<file path="config.mk">
export PLATFORM = sky130hd
export DESIGN_NAME = popcount_sequencer
export DESIGN_NICKNAME = d
export VERILOG_FILES = /design/src/rtl/popcount_pkg.sv /design/src/rtl/popcount_sequencer_count_ones.sv /design/src/rtl/popcount_sequencer.sv
export SDC_FILE = /design/constraint.sdc
export NUM_CORES = 1
export LEC_CHECK = 0
export BUFFER_PORTS_ARGS = -buffer_cell sky130_fd_sc_hd__buf_2
export CAP_MARGIN = 20
export CORE_MARGIN = 1.5
export CORE_UTILIZATION = 25
export CTS_BUF_LIST = sky130_fd_sc_hd__clkbuf_8
export CTS_CLUSTER_SIZE = 24
export DETAILED_ROUTE_END_ITERATION = 7
export GPL_TIMING_DRIVEN = 0
export SYNTH_ARGS = -nofsm -noshare
export SYNTH_HDL_FRONTEND = slang
export SYNTH_SLANG_ARGS = --single-unit
export TNS_END_PERCENT = 5
</file>
<file path="constraint.sdc">
create_clock -name clk -period 5.4 [get_ports clk]
set_clock_uncertainty 0.15 [all_clocks]
set_input_delay 0.54 -clock clk [delete_from_list [all_inputs] [get_ports clk]]
set_output_delay 0.54 -clock clk [all_outputs]
set_load 0.02 [all_outputs]
</file>
<file path="src/rtl/popcount_pkg.sv">
// Shared types for the multi-cycle popcount block.
package popcount_pkg;

   // IDLE waits for a word, COUNT walks the slices, DONE holds the result.
   typedef enum logic [1:0] {
      IDLE  = 2'd0,
      COUNT = 2'd1,
      DONE  = 2'd2
   } popcount_state_t;

endpackage : popcount_pkg

</file>
<file path="src/rtl/popcount_sequencer_count_ones.sv">
// Narrow combinational popcount, shared across all slices of the wide word.
module count_ones #(
   parameter int N = 8
) (
   input  logic [N-1:0]               bits_i,
   output logic [$clog2(N+1)-1:0]     count_o
);

   localparam int CW = $clog2(N + 1);

   // Sum the individual bits of the slice.
   always_comb begin
      count_o = '0;
      for (int i = 0; i < N; i++) begin
         count_o = count_o + CW'(bits_i[i]);
      end
   end

endmodule : count_ones

</file>
<file path="src/rtl/popcount_sequencer.sv">
// Multi-cycle popcount of a WIDTH-bit word, one CHUNK-bit slice per cycle,
// with valid/ready handshakes on both sides.
module popcount_sequencer
   import popcount_pkg::*;
#(
   parameter int WIDTH = 64,
   parameter int CHUNK = 8
) (
   input  logic                       clk,
   input  logic                       rst,
   input  logic                       in_valid,
   output logic                       in_ready,
   input  logic [WIDTH-1:0]           in_data,
   output logic                       out_valid,
   input  logic                       out_ready,
   output logic [$clog2(WIDTH+1)-1:0] out_count,
   output logic                       busy
);

   localparam int NUM_CHUNKS = WIDTH / CHUNK;
   localparam int CNT_W      = $clog2(WIDTH + 1);
   localparam int SLICE_W    = $clog2(CHUNK + 1);
   localparam int IDX_W      = (NUM_CHUNKS > 1) ? $clog2(NUM_CHUNKS) : 1;
   localparam logic [IDX_W-1:0] LAST_IDX = IDX_W'(NUM_CHUNKS - 1);

   // Reject parameter combinations that would leave a partial slice.
   if (CHUNK < 1) begin : g_chunk_check
      $error("popcount_sequencer: CHUNK must be >= 1");
   end else if ((WIDTH % CHUNK) != 0) begin : g_width_check
      $error("popcount_sequencer: WIDTH must be a multiple of CHUNK");
   end

   popcount_state_t                       state_q, state_d;
   logic [NUM_CHUNKS-1:0][CHUNK-1:0]      word_q;
   logic [IDX_W-1:0]                      idx_q;
   logic [CNT_W-1:0]                      acc_q;
   logic                                  out_valid_q;
   logic [CNT_W-1:0]                      out_count_q;

   logic [CHUNK-1:0]                      slice;
   logic [SLICE_W-1:0]                    slice_count;
   logic [CNT_W-1:0]                      acc_sum;

   count_ones #(
      .N(CHUNK)
   ) u_count_ones (
      .bits_i  (slice),
      .count_o (slice_count)
   );

   assign acc_sum = acc_q + CNT_W'(slice_count);

   // Next-state decode, LSB-first slice select and the handshake status flags.
   always_comb begin
      state_d  = state_q;
      slice    = word_q[idx_q];
      in_ready = (state_q == IDLE);
      busy     = (state_q != IDLE);
      case (state_q)
         IDLE:    if (in_valid)          state_d = COUNT;
         COUNT:   if (idx_q == LAST_IDX) state_d = DONE;
         DONE:    if (out_ready)         state_d = IDLE;
         default:                        state_d = IDLE;
      endcase
   end

   // Captures the word, accumulates one slice per cycle and holds the result until taken.
   always_ff @(posedge clk) begin
      if (rst) begin
         state_q     <= IDLE;
         word_q      <= '0;
         idx_q       <= '0;
         acc_q       <= '0;
         out_valid_q <= 1'b0;
         out_count_q <= '0;
      end else begin
         state_q <= state_d;
         case (state_q)
            IDLE: begin
               if (in_valid) begin
                  word_q <= in_data;
                  acc_q  <= '0;
                  idx_q  <= '0;
               end
            end
            COUNT: begin
               acc_q <= acc_sum;
               if (idx_q == LAST_IDX) begin
                  idx_q       <= '0;
                  out_count_q <= acc_sum;
                  out_valid_q <= 1'b1;
               end else begin
                  idx_q <= idx_q + 1'b1;
               end
            end
            DONE: begin
               if (out_ready) begin
                  out_valid_q <= 1'b0;
               end
            end
            default: begin
               out_valid_q <= 1'b0;
            end
         endcase
      end
   end

   assign out_valid = out_valid_q;
   assign out_count = out_count_q;

endmodule : popcount_sequencer

</file>
# Yosys cells after proc, flatten, opt, wreduce, memory -nomap -nowiden
# Cells that the tools add are included.
[word_totals] reg_bits=84 output_inout_bits=10 elab_cells=52
[classes] addsub=9 magnitude_cmp=1 eq_ne=6 n_mux=14 bitwise_logic=1 reduce_logical=8
[ops] op="$add 4x1->4" count=6
[ops] op="$bmux 8 s3" count=1
[ops] op="$pmux 7 s2" count=1
[ops] op="$mux 8" count=1
[ops] op="$add 7x4->7" count=1
[ops] op="$mux 7" count=1
[ops] op="$mux 2" count=3
[ops] op="$mux 3" count=2
[ops] op="$ne 2x2->1 const B" count=3
[ops] op="$pmux 2 s3" count=1
[ops] op="$pmux 3 s2" count=1
[ops] op="$reduce_and 2->1" count=3
[ops] op="$reduce_and 3->1" count=2
[ops] op="$lt 3x4->1 const B" count=1
[ops] op="$reduce_bool 2->1" count=2
[ops] op="$add 3x1->3 const B" count=1
[ops] op="$eq 3x3->1 const B" count=1
[ops] op="$pmux 1 s3" count=1
[ops] op="$add 1x1->2" count=1
[ops] op="$eq 2x1->1 const B" count=1
[ops] op="$eq 2x2->1 const B" count=1
[ops] op="$logic_not 2->1" count=1
[ops] op="$mux 1" count=2
[ops] op="$not 1->1" count=1

# Depth between registers and ports, before layout
# Gate-level depths: netlist of run 1.
[logic_depth] ltp_word=11 depth_mapped=18

# Hierarchy
# Synthesis of run 1 repeated with hierarchy kept, for this count alone.
[unflattened] hier_cells=451 area_unflattened_um2=3928.8
[modules_own_cells] module="popcount_sequencer" instances=1 cells_per_inst=427 area_per_inst_um2=3738.6 seq_area_each_um2=1681.6
[modules_own_cells] module="count_ones" instances=1 cells_per_inst=24 area_per_inst_um2=190.2 seq_area_each_um2=0.0

# Least setup slack after synthesis of run 1
# No wires, ideal clock.
[synth_timing] kind="flip-flop to flip-flop" start="reg idx_q[0]" end="reg acc_q[6]" setup_time_ps=131 arrival_ps=4683 path_slack_ps=436 stages_incl_launch_ff=16 n_path_buf=1 path_cell_list="dfxtp_1 -> buf_4 -> mux4_2 -> mux2_2 -> ha_1 -> fa_1 -> inv_1 -> fa_1 -> fa_1 -> fa_1 -> inv_1 -> fa_1 -> a21o_1 -> a32oi_1 -> or3_1 -> a31oi_1"
[synth_between] elab_chain_cells=11
[synth_lines] item="from (decl)" line="popcount_sequencer.sv:35" text="logic [IDX_W-1:0] idx_q;"
[synth_lines] item="from (signal assigned)" line="popcount_sequencer.sv:93" text="idx_q <= idx_q + 1'b1;"
[synth_lines] item="$bmux 8 s3 *" line="popcount_sequencer.sv:56" text="slice = word_q[idx_q];"
[synth_lines] item="$mux 8 (not written as such) *" line="popcount_sequencer.sv:56"
[synth_lines] item="$add 1x1->2" line="popcount_sequencer_count_ones.sv:15" text="count_o = count_o + CW'(bits_i[i]);"
[synth_lines] item="$add 4x1->4 (5 in a row)" line="popcount_sequencer_count_ones.sv:15"
[synth_lines] item="$add 4x1->4 *" line="popcount_sequencer_count_ones.sv:15"
[synth_lines] item="$add 7x4->7 *" line="popcount_sequencer.sv:51" text="assign acc_sum = acc_q + CNT_W'(slice_count);"
[synth_lines] item="$pmux 7 s2 *" line="popcount_sequencer.sv:78" text="case (state_q)"
[synth_lines] item="to (signal assigned)" line="popcount_sequencer.sv:87" text="acc_q <= acc_sum;"
[synth_lines] item="to (decl)" line="popcount_sequencer.sv:36" text="logic [CNT_W-1:0] acc_q;"
# Every way passes the cells marked *; elsewhere a longest branch is shown, timed or not. The select of a mux whose other input is x is not followed.
# A chain may end at the register's enable or synchronous reset.

# Final worst setup path of run 1
[layout_timing] start="reg idx_q[1]" end="reg acc_q[6]"
# The elaborated chain is that of the path after synthesis.

==> results of run 1 <==
[per-stage QoR]
| stage | setup slack, ns | cells |
|---|---|---|
| 3_5_place_dp | 0.0814 | 707 |
| 4_1_cts | 0.0188 | 722 |
| 5_1_grt | 0.0197 | 724 |
| 2_1_floorplan | 0.436 | 442 |
| 6_report | 0.266 | 724 |
| 3_3_place_gp | 0.0887 | 707 |
[Yosys cell counts (5+ instances only)]
cell type  instances  share of area (%)
nand4b_1           5                1.1
ha_1               9                2.9
a21oi_1           77                9.9
mux2i_1            5                1.3
nand2_1          138                 13
dfxtp_1           84                 43
fa_1               5                2.6
nor2_1            11                1.1
nand3_1           11                1.4
clkbuf_1          10               0.97
inv_1              7               0.68
buf_4              7                1.4
mux4_2            16                9.3
buf_2             11                1.4
[metal layers]
| metal | up-vias | wire length [um] |
|---|---|---|
| met5 | - | 0 |
| met4 | 0 | 127 |
| met3 | 12 | 503 |
| met2 | 71 | 5130 |
| met1 | 1575 | 5020 |
| li1 | 1691 | - |
[power by group through the flow]
stage | Combinational, mW | Clock (mW) | Sequential, mW
finish | 0.215 | 0.494 | 0.669
detailed placement | 0.212 | 0 | 0.683
global route | 0.244 | 0.529 | 0.672
floorplan | 0.143 | 0 | 0.676
global placement | 0.211 | 0 | 0.681
CTS | 0.215 | 0.507 | 0.668
[flip-flops by register name (all words and copies together), names as in the netlist]
register   cells
word_q        64
acc_q          7
out_count      7
idx_q          3
state_q        2
out_valid      1
[layout make-up]
cell class | instances | area, sq um | share of cell area, %
well taps | 188 | 235 | 4.94
clock inverters | 5 | 77.6 | 1.63
multi-input cells | 318 | 2000 | 41.9
plain buffers | 33 | 205 | 4.31
clock buffers | 10 | 138 | 2.89
inverters | 7 | 26.3 | 0.552
flip-flops and latches | 84 | 1680 | 35.3
repair buffers | 79 | 400 | 8.41
[tightest hold or removal path, delay by kind of cell]
family          cells  cell delay (ns)
compound gates      1             0.05
buf+inv             1             0.09
simple gates        1             0.04
[path summary, 6_finish.rpt]
| path | start | endpoint | slack (ns) |
|---|---|---|---|
| worst max-delay path | idx_q[1] | acc_q[6] | 0.27 |
| worst min-delay path | in_data[8] | word_q[8] | 0.26 |
| worst max register to register | idx_q[1] | acc_q[6] | 0.27 |
| worst min register to register | word_q[55] | word_q[55] | 0.31 |
[timing repair]
item | 4_1_cts | 5_1_grt
hold endpoints to repair | 0 | 0
endpoints found under the setup margin | 0 | 7
gates resized for setup | 0 | 9
buffers inserted | 0 | 2
[logic make-up (layout without fill, tap and decap cells)]
kind of cell | after synthesis | in the layout
buffers and inverters | 40 | 134
xor gates and xnor gates | 2 | 2
adders and majority gates | 14 | 14
muxes | 25 | 25
and+or+nand+nor | 187 | 187
AOI/OAI and AO/OA | 90 | 90
DFF | 84 | 84
==> summary.md, run 1 <==
| Metric | Value |
|---|---|
| Layout Utilization | a little under a third |
| Synth Area in Adders | 5.48% |
| Hold WC Path Type | primary input to flip-flop |
| Number of flops mapped to enable cells by yosys | 0 |
| Leakage | 1.96 nW |
| Proportion of synthesized area in mux cells | 11.7% |
| CTS Buffer Depth | 2 |
| Total vias in the final route | between 3000 and 4000 |
| CP max stage cell | fa_1 |
| Total power | 1.38 mW |
| Gr usage total | a little over an eighth |
| Skew-Pair Late Insertion Delay | around 0.35 ns |
| Largest family of logic cells by synthesized area | simple AND/OR/NAND/NOR gates |
| CTS buffer count | 9 |
| Starting Density | about a quarter |
| Clock Pin Slew Worst Setup and Hold Paths | approximately 0.080 ns |
| Power share of the clock group | a little over a third |
| DR WL/cell | 14.9 um |
| Gp weighted congestion | 0.777 |
| YS warnings | 0 |
| Antenna violations before repair | 0 |
| Drt first pass iters | 4 |
| Post-synthesis xor/xnor area fraction | 0.451% |
| Synth Area in Compound Gates | 12.4% |
| P per Cell Area | between 200 and 300 nW/um^2 |
| Die area | 16300 sq um |
| Routed vias/inst | 4.63 |
| Worst Path Required | between 5 and 6 ns |
| Synth Register Bits | 84 |
| CP endpoint kind | flip-flop |
| Simple-Gate Fraction of Synth Area | between 20% and 30% |
| Sequential share of power | 48.5% |
| CP Buf/Inv Count | 3 |
| Design Area, Final | ~4800 sq um |
| Final ANT Viol Nets | 0 |
| Vias in the first global route | roughly 3300 |
| Die Ht | 128 um |
| RSZ-0062 raised after global routing | no |
| Antenna diodes | 0 |
| Synth Cell Area | roughly 3900 sq um |
| Share of post-route cells with drive strength above 1 | a little over a quarter |
| Distinct cells, synth | 38 |
| Int Pwr | roughly 1.0 mW |
| Net Sw Frac | between 20% and 30% |
| Largest net degree at the start of global routing | 14 |
| Port buffer count | between 70 and 80 |
| HPWL after detailed placement | approximately 8000 um |
| CP dominant cell by count | fa_1 |
| CP Class | flip-flop to flip-flop |
| R2R cell count | 15 |
| Period utilisation layout | a little over nine tenths |
| Final Hold Fails | 0 |
| Family with the most delay on the worst path | adder cells |
| Critical Path Stages | 15 |
| Maximum VDD drop | ~150 uV |
| Worst Path Max Fanout | 8 |
| Area Overhead vs Synth | 22.6% |
| Drt initial violations | roughly 140 |
| Asr flop ratio synth | 0% |
| Sequential area share after synthesis | around 43% |
| CTS tree | done |
| Final setup vio count | 0 |
| Status | completed |
| Slowest stage delay, CP | about 0.53 ns |
| Slew margin rel. | between 60 and 70% |
| Rows | 45 |
| Fillers | between 1500 and 2000 |
| Met3 Usage GRT | under 10% |
| CP Cell Sequence | buf_6, mux4_2, mux2_2, ha_1, fa_1, inv_1, fa_1, fa_2, fa_1, inv_1, fa_1, a21o_1, a32oi_2, or3_1, a31oi_1 |
| Hold Slack | approximately 0.26 ns |
| Combinational power share | between 10% and 20% |
| Core region area | around 15000 sq um |
| Placed inst area | between 4000 and 5000 sq um |
| Met2 Use GR | 23.1% |
| Max-Cap Viols | 0 |
| Number of remaining DRC errors | 0 |
| Critical Path Source Type | flip-flop |
| Die extent in x | between 100 and 150 um |
| GRT Residual Overflow | 0 |
| # nets final | around 610 |
| GRT Max-Usage Layer | met2 |
| Root buffer cell | clkbuf_8 |
| Most frequent cells in the layout | nand2_1, buf_2, dfxtp_1, a21oi_1, mux4_2 |
| Hold Path Depth | 3 |
| Fmax | about 200 MHz |
| Commonest non-fill, non-tap cell in the layout | nand2_1 |
| Total wire length | 10800 um |
| Net Sw Power | 362 uW |
| CTS H-Tree Depth | 3 |
| CTS Hold Bufs | 0 |
| Synth Net Count | roughly 520 |
| Top Ports | 78 |
| Slew Limit Fails | 0 |
| First-pass GRT wire length | roughly 17000 um |
| CP arrival | about 5.2 ns |
| GR Util met1 | roughly 18% |
| Slew @ Worst Pin | 0.583 ns |
| Ys flop type | dfxtp_1 |
| Average instance area after synthesis | 8.78 sq um |
| Setup total negative slack | 0 ns |
| Post-synthesis instance total | between 400 and 500 |
| CTS sink cnt | between 80 and 90 |
| Fin crit period | 5.13 ns |
Note: power is estimated with default switching activity, not from simulation.
==> inputs of run 2 (changes only) <==
--- a/config.mk
+++ b/config.mk
@@ -7,7 +7,6 @@
 export LEC_CHECK = 0
 export BUFFER_PORTS_ARGS = -buffer_cell sky130_fd_sc_hd__buf_2
 export CAP_MARGIN = 20
-export CORE_MARGIN = 1.5
 export CORE_UTILIZATION = 25
 export CTS_BUF_LIST = sky130_fd_sc_hd__clkbuf_8
 export CTS_CLUSTER_SIZE = 24
==> summary.md, run 2 (same netlist as run 1, synthesis figures left out) <==
| Metric | Value |
|---|---|
| Final ANT Viol Nets | 0 |
| P per Cell Area | 285 nW/um^2 |
| CTS tree | done |
| Slew @ Worst Pin | roughly 0.57 ns |
| Hold Path Depth | 3 |
| HPWL after detailed placement | 8010 um |
| Gp weighted congestion | 0.770 |
| Die Ht | approximately 130 um |
| Leakage | 1.94 nW |
| Layout Utilization | between 30% and 40% |
| CP Cell Sequence | buf_6, mux4_2, mux2_2, ha_1, fa_1, inv_1, fa_1, fa_1, fa_1, xnor2_1, ha_1, a21o_1, a21oi_1, or4_1, nand3_1 |
| Slowest stage delay, CP | 0.54 ns |
| Fin crit period | 5.19 ns |
| GRT Residual Overflow | 0 |
| CTS H-Tree Depth | 3 |
| Clock Pin Slew Worst Setup and Hold Paths | approximately 0.09 ns |
| Drt initial violations | 117 |
| Critical Path Source Type | flip-flop |
| Die area | between 15000 and 20000 sq um |
| Total power | 1.35 mW |
| CTS buffer count | 9 |
| Antenna violations before repair | 0 |
| Maximum VDD drop | approximately 130 uV |
| Number of flip-flops in the largest register | 64 |
| Top Ports | slightly below 80 |
| # nets final | 612 |
| Family with the most delay on the worst path | adder cells |
| WHS Endpoint | word_q[43] |
| RR Startpoint | idx_q[1] |
| CP max stage cell | mux4_2 |
| Slew Limit Fails | 0 |
| Power share of the clock group | a little over a third |
| Core region area | 15200 sq um |
| Reg2Reg Setup Slack | between 0.2 and 0.25 ns |
| CTS Hold Bufs | 0 |
| Total wire length | 10700 um |
| CP Class | flip-flop to flip-flop |
| R2R cell count | 15 |
| Die extent in x | about 130 um |
| Port buffer count | 77 |
| Worst Path Max Fanout | 8 |
| Critical R2R Capture | out_count[4] |
| CP Buf/Inv Count | 2 |
| DR WL/cell | between 10 and 15 um |
| CTS Buffer Depth | 2 |
| Final setup vio count | 0 |
| Largest net degree at the start of global routing | 16 |
| Share of post-route cells with drive strength above 1 | 26.2% |
| Fillers | 1645 |
| Skew-Pair Late Insertion Delay | 0.36 ns |
| Drt first pass iters | 4 |
| Net Sw Frac | between 20% and 30% |
| Total vias in the final route | between 3000 and 4000 |
| Most frequent cells in the layout | nand2_1, buf_2, dfxtp_1, a21oi_1, mux4_2 |
| Worst Path Required | between 5 and 6 ns |
| Fmax | slightly below 200 MHz |
| Max-Cap Viols | 0 |
| CTS sink cnt | 84 |
| Routed vias/inst | about 4.6 |
| Gr usage total | between 10% and 20% |
| Final Hold Fails | 0 |
| Antenna diodes | 0 |
| Critical hold path startpoint | in_data[43] |
| CP endpoint kind | flip-flop |
| Hold WC Path Type | primary input to flip-flop |
| Period utilisation layout | a little under 100% |
| Area Overhead vs Synth | 22.2% |
| Number of remaining DRC errors | 0 |
| Commonest non-fill, non-tap cell in the layout | nand2_1 |
| Combinational power share | between 15 and 20% |
| Vias in the first global route | 3194 |
| Net Sw Power | around 380 uW |
| Rows | 45 |
| CP dominant cell by count | fa_1 |
| Sequential share of power | ~50% |
| Root buffer cell | clkbuf_8 |
| Starting Density | 25.5% |
| Slew margin rel. | between 60% and 70% |
| Top reg by flops | word_q |
| Int Pwr | ~1000 uW |
| Status | completed |
| First-pass GRT wire length | between 15000 and 20000 um |
| CP arrival | ~5.3 ns |
run 2: metal layers:
layer / vias to the layer above / track usage [%] / share of wire (%)
met5: - / 0 / 0
met4: 0 / 4.96 / 0.70
met3: 8 / 2.15 / 3.8
met2: 67 / 21.5 / 47
met1: 1565 / 19.1 / 49
li1: 1691 / - / -
run 2: stage by stage:
step,hold WS [ns],cells,setup slack (ns),TNS [ns],instance area [sq um]
floorplan,0.283,442,0.436,0,3880
global placement,0.290,707,0.0831,0,4500
detailed placement,0.297,707,0.0699,0,4500
CTS,0.249,723,0.0503,0,4710
global route,0.255,723,-0.00783,-0.00783,4740
finish,0.258,723,0.214,0,4740
run 2: worst register-to-register path, stage by stage (launching register included):
cell     delay [ns]
dfxtp_1        0.36
buf_6          0.17
mux4_2         0.54
mux2_2         0.28
ha_1           0.30
fa_1           0.54
inv_1          0.05
fa_1           0.50
fa_1           0.48
fa_1           0.40
xnor2_1        0.15
ha_1           0.35
a21o_1         0.19
a21oi_1        0.11
or4_1          0.47
nand3_1        0.09
run 2: layout make-up:
cell class                      count  area (sq um)  area share (%)
Buffer                             33           210            4.43
Timing Repair Buffer               77           385            8.13
Sequential cell                    84          1680            35.5
Clock inverter                      6          71.3            1.50
Tap cell                          188           235            4.96
Multi-Input combinational cell    318          1990            42.0
Inverter                            7          26.3           0.554
Clock buffer                       10           138            2.90
run 2: timing repair:
action / in CTS / in global routing
setup buffers: 0 / 0
hold endpoints to repair: 0 / 0
endpoints found under the setup margin: 0 / 6
gates resized for setup: 0 / 9
run 2: worst max-delay path by stage:
| stage | to | depth (start not counted) | slack (ns) | startpoint |
|---|---|---|---|---|
| final | out_count[4] | 15 | 0.21 | idx_q[1] |
| after global routing | acc_q[4] | 15 | -0.008 | idx_q[1] |
| after CTS | acc_q[6] | 15 | 0.05 | idx_q[1] |
| after detailed placement | acc_q[6] | 15 | 0.07 | idx_q[1] |
| after global placement | acc_q[6] | 15 | 0.08 | idx_q[1] |
| after floorplan | acc_q[6] | 15 | 0.44 | idx_q[0] |
run 2: power by group through the flow:
stage / combinational [mW] / sequential [mW] / clock, mW
after CTS: 0.215 / 0.667 / 0.487
after detailed placement: 0.214 / 0.682 / 0
after global routing: 0.240 / 0.672 / 0.509
after global placement: 0.211 / 0.681 / 0
final: 0.214 / 0.668 / 0.472
after floorplan: 0.143 / 0.676 / 0
==> inputs of run 3 (changes only) <==
--- a/config.mk
+++ b/config.mk
@@ -5,6 +5,7 @@
 export SDC_FILE = /design/constraint.sdc
 export NUM_CORES = 1
 export LEC_CHECK = 0
+export ABC_AREA = 1
 export BUFFER_PORTS_ARGS = -buffer_cell sky130_fd_sc_hd__buf_2
 export CAP_MARGIN = 20
 export CORE_UTILIZATION = 25
==> summary.md, run 3 <==
| Metric | Value |
|---|---|
| Slew margin rel. | around 64% |
| Largest net degree at the start of global routing | 16 |
| CP arrival | 5.21 ns |
| Sequential area share after synthesis | a little over two fifths |
| Synth Register Bits | 84 |
| Period utilisation layout | between 90% and 100% |
| Fmax | 197 MHz |
| Gr usage total | 14.4% |
| First-pass GRT wire length | between 15000 and 20000 um |
| Antenna violations before repair | 0 |
| Drt first pass iters | 4 |
| Number of flops mapped to enable cells by yosys | 0 |
| Most frequent cells after synthesis | nor2_1, dfxtp_1, nand2_1 |
| Combinational power share | a little under a quarter |
| Gp weighted congestion | 0.877 |
| CP endpoint kind | flip-flop |
| Hold WC Path Type | primary input to flip-flop |
| Post-CTS setup buffer count | 0 |
| Final setup vio count | 0 |
| Net Sw Power | just over 500 uW |
| Top post-synthesis cells by area | dfxtp_1, nor2_1, o21ai_0 |
| Die extent in x | about 130 um |
| Clock Pin Slew Worst Setup and Hold Paths | about 0.090 ns |
| Final Hold Fails | 0 |
| CTS H-Tree Depth | 3 |
| Starting Density | roughly a quarter |
| Share of the synthesized area in the top cell type | a little over two fifths |
| HPWL after detailed placement | roughly 8200 um |
| Net Sw Frac | 31.7% |
| Top Ports | around 80 |
| Synth area leader | dfxtp_1 |
| Core region area | ~15000 sq um |
| Setup total negative slack | 0 ns |
| Die Ht | between 100 and 150 um |
| Post-synthesis instance total | approximately 540 |
| Total power | roughly 1.6 mW |
| Skew-Pair Late Insertion Delay | between 0.3 and 0.4 ns |
| Critical Path Source Type | flip-flop |
| Asr flop ratio synth | 0% |
| Synth Cell Area | between 3000 and 4000 sq um |
| Final ANT Viol Nets | 0 |
| Slew Limit Fails | 0 |
| Root buffer cell | clkbuf_8 |
| CTS Hold Bufs | 0 |
| Ys flop type | dfxtp_1 |
| Routed vias/inst | 4.31 |
| # nets final | a little over 700 |
| CTS tree | done |
| Die area | between 15000 and 20000 sq um |
| CTS buffer count | 9 |
| Drt initial violations | between 200 and 250 |
| Slew @ Worst Pin | between 0.5 and 0.6 ns |
| Fin crit period | 5.09 ns |
| Count leader, synth | nor2_1 |
| DR WL/cell | 12.8 um |
| Most frequent cells in the layout | nor2_1, dfxtp_1, buf_2, nand2_1, o21ai_0 |
| Commonest non-fill, non-tap cell in the layout | nor2_1 |
| Area Overhead vs Synth | 22.1% |
| Number of flip-flops in the largest register | 64 |
| Number of remaining DRC errors | 0 |
| Distinct cells, synth | 38 |
| Total wire length | 10800 um |
| Sequential share of power | between 40 and 50% |
| Worst Path Max Fanout | 10 |
| Max-Cap Viols | 0 |
| CTS sink cnt | 84 |
| Top reg by flops | word_q |
| CP Class | flip-flop to flip-flop |
| Vias in the first global route | 3602 |
| Average instance area after synthesis | ~7.3 sq um |
| Share of post-route cells with drive strength above 1 | 19.0% |
| RSZ-0062 raised after global routing | no |
| Maximum VDD drop | 131 uV |
| Int Pwr | roughly 1.1 mW |
| Synth Net Count | slightly above 600 |
| Leakage | about 2.2 nW |
| Power share of the clock group | roughly a third |
| Status | completed |
| Rows | between 40 and 50 |
| YS warnings | 0 |
| P per Cell Area | 330 nW/um^2 |
| Total vias in the final route | about 3600 |
| CTS Buffer Depth | 2 |
| Antenna diodes | 0 |
| Worst Path Required | between 5 and 6 ns |
| Port buffer count | 76 |
| GRT Residual Overflow | 0 |
[run 3: cell count changes in the layout (fill, tap and decap cells not counted), moves of 6 or more]
cell / before / now
nand2_1: 138 / 79
inv_1: 7 / 22
mux4_2: 16 / 0
o22ai_1: 0 / 7
a21oi_1: 77 / 22
o21ai_0: 1 / 75
o21ai_1: 0 / 11
nor2_1: 11 / 148
buf_2: 87 / 81
buf_6: 3 / 9
[run 3: worst max-delay path: stages (launching register included)]
cell	delay, ns
dfxtp_1	0.52
clkbuf_1	0.43
o21ai_0	0.18
o22ai_1	0.19
nand2_1	0.07
nand2_1	0.07
ha_1	0.25
fa_1	0.54
inv_1	0.05
fa_1	0.50
fa_1	0.48
fa_1	0.51
inv_1	0.07
fa_1	0.42
nand3_1	0.10
nand2_1	0.11
xor2_1	0.17
o21bai_1	0.13
inv_1	0.06
[run 3: kinds of logic after synthesis]
| family | count (synthesis) | share of synthesized area, % |
|---|---|---|
| and+or+nand+nor | 251 | 25.6 |
| AOI/OAI and AO/OA | 128 | 17.4 |
| DFF | 84 | 42.7 |
| buffers and inverters | 59 | 8.20 |
| adders and majority gates | 14 | 5.40 |
| xor gates and xnor gates | 3 | 0.667 |
[run 3: layer usage]
metal / global-route usage, % / vias to the layer above / part of all wire [%]
met1: 18.1 / 1615 / 48
met4: 5.60 / 0 / 2.1
li1: - / 1929 / -
met2: 23.6 / 66 / 46
met5: 0 / - / 0
met3: 3.60 / 21 / 3.9
[run 3: through the flow]
stage	utilization, %	area (sq um)	cells	hold slack [ns]	setup WS [ns]
floorplan	-	3940	539	0.293	0.845
global placement	29.9	4580	826	0.298	0.393
detailed placement	29.9	4580	826	0.302	0.357
CTS	31.4	4800	842	0.181	0.348
global route	31.4	4810	842	0.190	0.0110
finish	31.4	4810	842	0.203	0.312
[run 3: timing repair]
| item | in CTS | in global routing |
|---|---|---|
| hold endpoints to repair | 0 | 0 |
| gates resized for setup | 0 | 1 |
| setup endpoints to repair | 0 | 2 |
[run 3: final timing paths]
kind,start,endpoint,slack [ns],cells after the start
worst min register to register,out_count[0],out_count[0],0.31,2
worst max-delay path,idx_q[1],out_count[4],0.31,18
worst max register to register,idx_q[1],out_count[4],0.31,18
worst min-delay path,rst,out_count[0],0.20,2
[run 3: final cells by class]
type	instances	area (sq um)
buffer	33	223
tap	211	264
inverter	26	104
fill	1754	10500
timing repair buffer	76	380
multi-input combinational	396	1930
sequential	84	1680
clock buffer	9	124
clock inverter	7	97.6
[run 3: power groups by stage]
stage / Combinational [mW] / Clock (mW) / Sequential (mW)
3_5_place_dp: 0.376 / 0 / 0.717
3_3_place_gp: 0.373 / 0 / 0.716
4_1_cts: 0.376 / 0.521 / 0.702
2_1_floorplan: 0.272 / 0 / 0.704
5_1_grt: 0.439 / 0.543 / 0.708
6_report: 0.377 / 0.509 / 0.702
